===== src/rtl/serial_logic_seq_pkg.sv =====
// rtl/serial_logic_seq_pkg.sv - shared opcode and state encodings for the bit-serial logic sequencer
package serial_logic_seq_pkg;

  localparam logic [1:0] OP_XOR  = 2'd0;
  localparam logic [1:0] OP_OR   = 2'd1;
  localparam logic [1:0] OP_AND  = 2'd2;
  localparam logic [1:0] OP_NAND = 2'd3;

  typedef enum logic [1:0] {
    ST_IDLE = 2'd0,
    ST_RUN  = 2'd1,
    ST_DONE = 2'd2
  } state_e;

endpackage


===== src/rtl/serial_logic_seq.sv =====
// rtl/serial_logic_seq.sv - feeds a 1-bit logic unit LSB first and assembles its WIDTH-bit result
module serial_logic_seq
  import serial_logic_seq_pkg::*;
#(
  parameter int WIDTH = 8
) (
  input  logic             clk,
  input  logic             reset,
  input  logic             in_valid,
  output logic             in_ready,
  input  logic [1:0]       op,
  input  logic [WIDTH-1:0] opa,
  input  logic [WIDTH-1:0] opb,
  output logic             lu_s0,
  output logic             lu_s1,
  output logic             lu_a,
  output logic             lu_b,
  input  logic             lu_out,
  output logic             res_valid,
  input  logic             res_ready,
  output logic [WIDTH-1:0] res,
  output logic             busy
);

  localparam int CW = $clog2(WIDTH);
  localparam logic [CW-1:0] CNT_LAST = CW'(WIDTH - 1);

  state_e           state_q, state_d;
  logic [1:0]       op_q, op_d;
  logic [WIDTH-1:0] a_q, a_d;
  logic [WIDTH-1:0] b_q, b_d;
  logic [WIDTH-1:0] res_q, res_d;
  logic [CW-1:0]    cnt_q, cnt_d;

  always_ff @(posedge clk) begin
    if (reset) begin
      state_q <= ST_IDLE;
      op_q    <= '0;
      a_q     <= '0;
      b_q     <= '0;
      res_q   <= '0;
      cnt_q   <= '0;
    end else begin
      state_q <= state_d;
      op_q    <= op_d;
      a_q     <= a_d;
      b_q     <= b_d;
      res_q   <= res_d;
      cnt_q   <= cnt_d;
    end
  end

  always_comb begin
    state_d = state_q;
    op_d    = op_q;
    a_d     = a_q;
    b_d     = b_q;
    res_d   = res_q;
    cnt_d   = cnt_q;
    case (state_q)
      ST_IDLE: begin
        if (in_valid) begin
          op_d    = op;
          a_d     = opa;
          b_d     = opb;
          res_d   = '0;
          cnt_d   = '0;
          state_d = ST_RUN;
        end
      end
      ST_RUN: begin
        // lu_out is only ever folded into res_reg; it never reaches an output directly
        res_d[cnt_q] = lu_out;
        if (cnt_q == CNT_LAST) begin
          cnt_d   = '0;
          state_d = ST_DONE;
        end else begin
          cnt_d = cnt_q + CW'(1);
        end
      end
      ST_DONE: begin
        if (res_ready) state_d = ST_IDLE;
      end
      default: state_d = ST_IDLE;
    endcase
  end

  always_comb begin
    in_ready  = 1'b0;
    res_valid = 1'b0;
    busy      = 1'b0;
    lu_a      = 1'b0;
    lu_b      = 1'b0;
    lu_s0     = 1'b0;
    lu_s1     = 1'b0;
    case (state_q)
      ST_IDLE: in_ready = 1'b1;
      ST_RUN: begin
        busy  = 1'b1;
        lu_a  = a_q[cnt_q];
        lu_b  = b_q[cnt_q];
        lu_s0 = op_q[0];
        lu_s1 = op_q[1];
      end
      ST_DONE: begin
        busy      = 1'b1;
        res_valid = 1'b1;
      end
      default: in_ready = 1'b0;
    endcase
  end

  assign res = res_q;

endmodule


===== config.mk =====
export PLATFORM = sky130hd
export DESIGN_NAME = serial_logic_seq
export DESIGN_NICKNAME = d
export VERILOG_FILES = /design/src/rtl/serial_logic_seq_pkg.sv /design/src/rtl/serial_logic_seq.sv
export SDC_FILE = /design/constraint.sdc
export NUM_CORES = 1
export LEC_CHECK = 0
export CAP_MARGIN = 20
export CORE_MARGIN = 3
export CORE_UTILIZATION = 55
export CTS_CLUSTER_SIZE = 30
export DETAILED_ROUTE_END_ITERATION = 7
export DONT_BUFFER_PORTS = 1
export PLACE_DENSITY_LB_ADDON = 0.2
export SLEW_MARGIN = 20
export SYNTH_ARGS = -nofsm -noshare
export SYNTH_HDL_FRONTEND = slang
export SYNTH_SLANG_ARGS = --single-unit

===== constraint.sdc =====
create_clock -name clk -period 1.5 [get_ports clk]
set_input_delay 0.075 -clock clk [delete_from_list [all_inputs] [get_ports clk]]
set_output_delay 0.075 -clock clk [all_outputs]
set_load 0.02 [all_outputs]

==> run_results.csv, run 1 <==
group,metric,value,unit
yosys,synth_warnings,0,
power_and_ir_drop,p_switching,0.000536,W
route,wl_per_cell,17.7,um
min_path,hold_depth,3,
clock_network,numCtsBuffers,5,
power_and_ir_drop,vdd_drop_max,962,uV
global_route,track_usage,25.9,%
timing,final_hold_viol_count,0,
timing,maxSlewViolCount,0,
clock_network,cts-htree-levels,2,
die,fp.dieArea,0.00341,mm2
yosys,synthAdderAreaFrac,4.14,%
critical_path,cp_max_fo,7,
power_and_ir_drop,p_int,0.00146,W
final_layout,design_area,0.00219,mm2
route,route.vias.total,1526,
global_route,grt_pass1_wl,6.69,mm
yosys,synth_mux_area_share,4.64,%
die,ioPinCount,38,
clock_network,clk_pin_slew_worst_paths,0.10,ns
route,drc,0,
yosys,synth_top_family_by_area,"simple AND/OR/NAND/NOR gates",
die,rows,18,
power_and_ir_drop,p_leak,0.792,nW
outcome,failed_checks,"setup timing",
outcome,outcome,"finished, violations left",
die,start_util,59.4,%
power_and_ir_drop,p_seq_share,44.4,%
timing,maxSlewHeadroom,54.6,%
yosys,synth_commonest_cells,"nand2_1, dfxtp_1, a21oi_1, inv_1, mux2i_1",
yosys,synth-seq-cells,31,
global_route,antenna_found_initial,0,
yosys,syn_nets,210,
route,routed_wirelength,4.51,mm
die,die_y,58.4,um
die,core,0.00254,mm2
clock_network,cts_root_buf,"clkbuf_4",
critical_path,cp.depth,4,
yosys,syn_inst,182,
critical_path,critPathBufInv,1,
critical_path,cp.arrival,1.61,ns
timing,fin_skew,0.0114,ns
final_layout,area_delta_synth_final,44.8,%
clock_network,clk_latency,0.33,ns
global_route,grt_overflow,0,
critical_path,crit_path_start_kind,"register",
route,drt-initial-drc-count,70,
critical_path,critPathKind,"register to primary output",
placement,dpl_cell_area,0.00162,mm2
timing,worstMarginPinSlew,0.681,ns
run,drv_cap,0,
global_route,grt_pass1_vias,1421,
critical_path,worstPathCellList,"buf_4 > nand3_2 > a2bb2o_1 > o31a_1",
critical_path,worstRegToRegCells,6,
yosys,synth_most_common_cell,"nand2_1",
placement,dp_hpwl,2.44,mm
timing,fin_ws,-0.183,ns
route,postRouteAntennaNets,0,
timing,fmax,594,MHz
timing,holdWs,0.0646,ns
route,viasPerCell,5.98,
final_layout,nets,252,
timing,setup_viol_count_final,6,
power_and_ir_drop,combPwrFrac,21.2,%
yosys,synth-edff-count,0,
yosys,yosys.area_share.simple,22.6,%
yosys,synth_area_leader_cell,"dfxtp_1",
power_and_ir_drop,powerDensity,913,mW/mm2
placement,dp_slack,-0.0774,ns
yosys,ys_async_sr_fraction,0,%
critical_path,cp_top_family,"compound AO/OA/AOI/OAI gates",
timing,finalCritPeriodShare,112,%
yosys,ys_types,31,
yosys,synth_xor_area_share,0,%
critical_path,cp_slowest_cell,"dfxtp_4",
placement,place.gp.congestion,0.845,
yosys,synth_compound_area_share,19.7,%
clock_network,clk_path_buf_depth,2,
final_layout,drive_above_1_share,33.3,%
placement,port_buffers,0,
yosys,synth_area,0.00151,mm2
yosys,synthFlopType,"dfxtp_1",
final_layout,antennaDiodeCount,0,
yosys,synth_top_area_share,41.1,%
power_and_ir_drop,clkPwrFrac,34.4,%
yosys,syn_area_per_cell,8.30,um2
timing,rsz0062_at_grt,"yes",
clock_network,cts_sinks,31,
power_and_ir_drop,p_sw_share,26.8,%
die,die_w,58.4,um
timing,fin_crit,1.68,ns
critical_path,required,1.42,ns
yosys,synthTopCellsByArea,"dfxtp_1, nand2_1, a21oi_1, mux2i_1, ha_1",
timing,tns,-0.547,ns
min_path,hp-class,"input port to register",
critical_path,slowest_delay,0.37,ns
route,drtPass1Iterations,4,
clock_network,cts_tree,"built",
global_route,grt_max_degree,32,
final_layout,post-route-util,86.0,%
critical_path,crit_path_end_kind,"primary output",
yosys,ys_seq_area_share,41.1,%
## path summary, 6_finish.rpt
kind	from	to	slack [ns]
setup / recovery	cnt_q[1]	lu_a	-0.18
setup reg to reg	cnt_q[1]	cnt_q[1]	-0.09
hold reg to reg	b_q[1]	b_q[1]	0.46
hold / removal	lu_out	res[4]	0.06
## cells by family (layout without fill, tap and decap cells)
| family | Yosys count | in the layout |
|---|---|---|
| compound gates | 45 | 45 |
| fa+ha+maj | 5 | 5 |
| buf+inv | 24 | 67 |
| flops | 31 | 31 |
| mux | 7 | 7 |
| simple gates | 70 | 70 |
## placed cells by master, fill, tap and decap left out, types with 3 or more instances in the layout
| master | instances |
|---|---|
| buf_4 | 18 |
| dfxtp_1 | 26 |
| clkbuf_4 | 5 |
| buf_6 | 5 |
| mux2i_1 | 4 |
| o32ai_1 | 3 |
| nand2b_1 | 4 |
| dfxtp_4 | 3 |
| a21oi_1 | 17 |
| or3b_4 | 3 |
| o32ai_2 | 3 |
| nand3b_1 | 5 |
| nand4_1 | 3 |
| nand2_1 | 41 |
| dlygate4sd3_1 | 20 |
| inv_1 | 10 |
| a21oi_2 | 10 |
## worst reg2reg max path, delay by kind of cell, from the launching register on
family / cells / cell delay (ns)
DFF: 1 / 0.37
and+or+nand+nor: 2 / 0.52
buffers and inverters: 1 / 0.14
adders and majority gates: 2 / 0.36
AOI/OAI and AO/OA: 1 / 0.12
## power groups by stage
stage	Clock, W	Sequential (W)	Combinational [W]
2_1_floorplan	0	0.000898	0.000193
3_3_place_gp	0	0.000901	0.000241
3_5_place_dp	0	0.000902	0.000253
4_1_cts	0.000697	0.000881	0.000342
5_1_grt	0.000743	0.000893	0.000453
6_report	0.000687	0.000887	0.000424
## stage by stage
stage	power, W	cells
2_1_floorplan	0.00109	182
3_3_place_gp	0.00114	217
3_5_place_dp	0.00115	217
4_1_cts	0.00192	252
5_1_grt	0.00209	255
6_report	0.00200	255
## timing repair
action | in CTS | in global routing
buffers inserted | 6 | 1
resized for setup | 23 | 28
cloned | 0 | 2
hold buffers | 21 | 0
endpoints found under the setup margin | 30 | 32
endpoints found under the hold margin | 31 | 0
pin swaps | 4 | 1
## per-layer routing
metal | track usage [%] | wire [um] | vias up
li1 | - | - | 721
met2 | 46.1 | 2410 | 58
met1 | 29.1 | 1740 | 729
met5 | 0 | 0 | -
met3 | 6.36 | 229 | 18
met4 | 11.3 | 133 | 0
## area by class of cell
class                   count  area, um2
fillers                   126        357
multi-input cells         127        928
clock buffers               6       51.3
well taps                  30       37.5
clock inverters             2       35.0
flip-flops and latches     31        634
inverters                  12       45.0
repair buffers             47        457
Note: power is estimated with default switching activity, not from simulation.
==> run 2, diff against run 1 <==
- SETUP_SLACK_MARGIN: not set -> 0.15
==> run_results.csv, run 2 (synthesized netlist as in run 1, its figures left out) <==
group,metric,value,unit
route,routed_wirelength,6.18,mm
placement,port_buffers,0,
placement,place.gp.congestion,0.787,
timing,rsz0062_at_grt,"yes",
final_layout,design_area,0.00241,mm2
final_layout,antennaDiodeCount,0,
route,wl_per_cell,23.3,um
final_layout,fill_cells,75,
route,drt-initial-drc-count,160,
route,drtPass1Iterations,8,
outcome,outcome,"finished, violations left",
timing,fin_skew,0.0126,ns
global_route,grt_pass1_wl,6.94,mm
power_and_ir_drop,p_leak,0.854,nW
route,drc,4,
global_route,grt_pass1_vias,1460,
power_and_ir_drop,vdd_drop_max,959,uV
clock_network,cts_tree,"built",
timing,maxSlewHeadroom,49.5,%
critical_path,crit_path_end_kind,"primary output",
placement,dp_slack,0.0248,ns
timing,maxSlewViolCount,0,
final_layout,area_delta_synth_final,59.4,%
route,postRouteAntennaNets,0,
final_layout,nets,262,
die,fp.dieArea,0.00341,mm2
min_path,hp-class,"input port to register",
critical_path,cp_max_fo,7,
global_route,track_usage,26.4,%
critical_path,crit_path_start_kind,"register",
die,start_util,59.4,%
route,viasPerCell,6.70,
clock_network,cts_root_buf,"clkbuf_4",
clock_network,clk_pin_slew_worst_paths,0.11,ns
outcome,failed_checks,"DRC, setup timing",
die,ioPinCount,38,
clock_network,clk_latency,0.34,ns
die,rows,18,
final_layout,final_cell_mix,"nand2_1, dfxtp_1, dlygate4sd3_1",
clock_network,cts_sinks,31,
timing,worstMarginPinSlew,0.757,ns
critical_path,critPathKind,"register to primary output",
clock_network,clk_path_buf_depth,2,
timing,fin_crit,1.67,ns
critical_path,cp.arrival,1.60,ns
placement,dp_hpwl,2.27,mm
run,drv_cap,0,
power_and_ir_drop,powerDensity,792,mW/mm2
global_route,antenna_found_initial,0,
timing,final_hold_viol_count,0,
timing,finalCritPeriodShare,112,%
die,die_w,58.4,um
die,core,0.00254,mm2
timing,fin_ws,-0.174,ns
final_layout,final_common_cell,"nand2_1",
critical_path,slowest_delay,0.39,ns
clock_network,numCtsBuffers,5,
timing,setup_viol_count_final,14,
critical_path,required,1.42,ns
placement,dpl_cell_area,0.00158,mm2
timing,fmax,597,MHz
global_route,grt_max_degree,32,
critical_path,worstPathCellList,"buf_6 > nand3b_1 > o22ai_2 > o31a_1",
clock_network,cts-htree-levels,2,
critical_path,cp_slowest_cell,"dfxtp_4",
die,die_y,58.4,um
final_layout,drive_above_1_share,43.8,%
global_route,grt_overflow,0,
route,route.vias.total,1775,
run 2: routing by layer:
metal / GRT usage, % / routed length, um / vias to the layer above
met5: 0 / 0 / -
met4: 8.94 / 417 / 0
met3: 7.89 / 534 / 50
met2: 45.6 / 3100 / 137
met1: 30.8 / 2120 / 852
li1: - / - / 736
run 2: path summary, 6_finish.rpt:
path | cells past startpoint | from | slack [ns] | to
max | 4 | cnt_q[1] | -0.17 | lu_a
min reg2reg | 2 | b_q[1] | 0.46 | b_q[1]
min | 3 | in_valid | 0.05 | b_q[4]
max reg2reg | 7 | cnt_q[1] | -0.17 | cnt_q[1]
run 2: where the power goes:
group / leakage (nW) / internal, W / switching, W
Sequential: 0.257 / 0.000858 / 0.0000398
Combinational: 0.562 / 0.000264 / 0.000275
Clock: 0.0347 / 0.000174 / 0.000299
Total: 0.854 / 0.00130 / 0.000614
run 2: worst max-delay path: cells and delay by family, from the launching register on:
kind / cells / cell delay (ns)
AOI/OAI and AO/OA: 2 / 0.47
DFF: 1 / 0.39
and+or+nand+nor: 1 / 0.27
buffers and inverters: 1 / 0.14
run 2: cell type report:
| cell class | count | area (um2) | share of cell area, % |
|---|---|---|---|
| well taps | 30 | 37.5 | 1.56 |
| repair buffers | 56 | 559 | 23.2 |
| multi-input cells | 128 | 1070 | 44.5 |
| clock buffers | 5 | 37.5 | 1.56 |
| inverters | 12 | 50.0 | 2.08 |
| clock inverters | 3 | 15.0 | 0.623 |
| flip-flops and latches | 31 | 637 | 26.4 |
run 2: per-stage QoR:
step	power (W)	setup TNS, ns	utilization (%)	cells	hold slack, ns
2_1_floorplan	0.00111	0	-	182	0.190
3_3_place_gp	0.00113	0	62.1	209	0.141
3_5_place_dp	0.00115	0	62.1	209	0.144
4_1_cts	0.00170	-0.324	79.8	249	0.0503
5_1_grt	0.00198	-2.23	94.7	265	0.0462
6_report	0.00191	-1.53	94.7	265	0.0495
run 2: what timing repair did:
| item | 4_1_cts | 5_1_grt |
|---|---|---|
| gates resized for setup | 29 | 68 |
| gates cloned | 1 | 4 |
| pin swaps | 8 | 28 |
| hold endpoints to repair | 31 | 1 |
| hold buffers | 21 | 2 |
| buffers inserted | 10 | 10 |
| setup endpoints to repair | 33 | 36 |
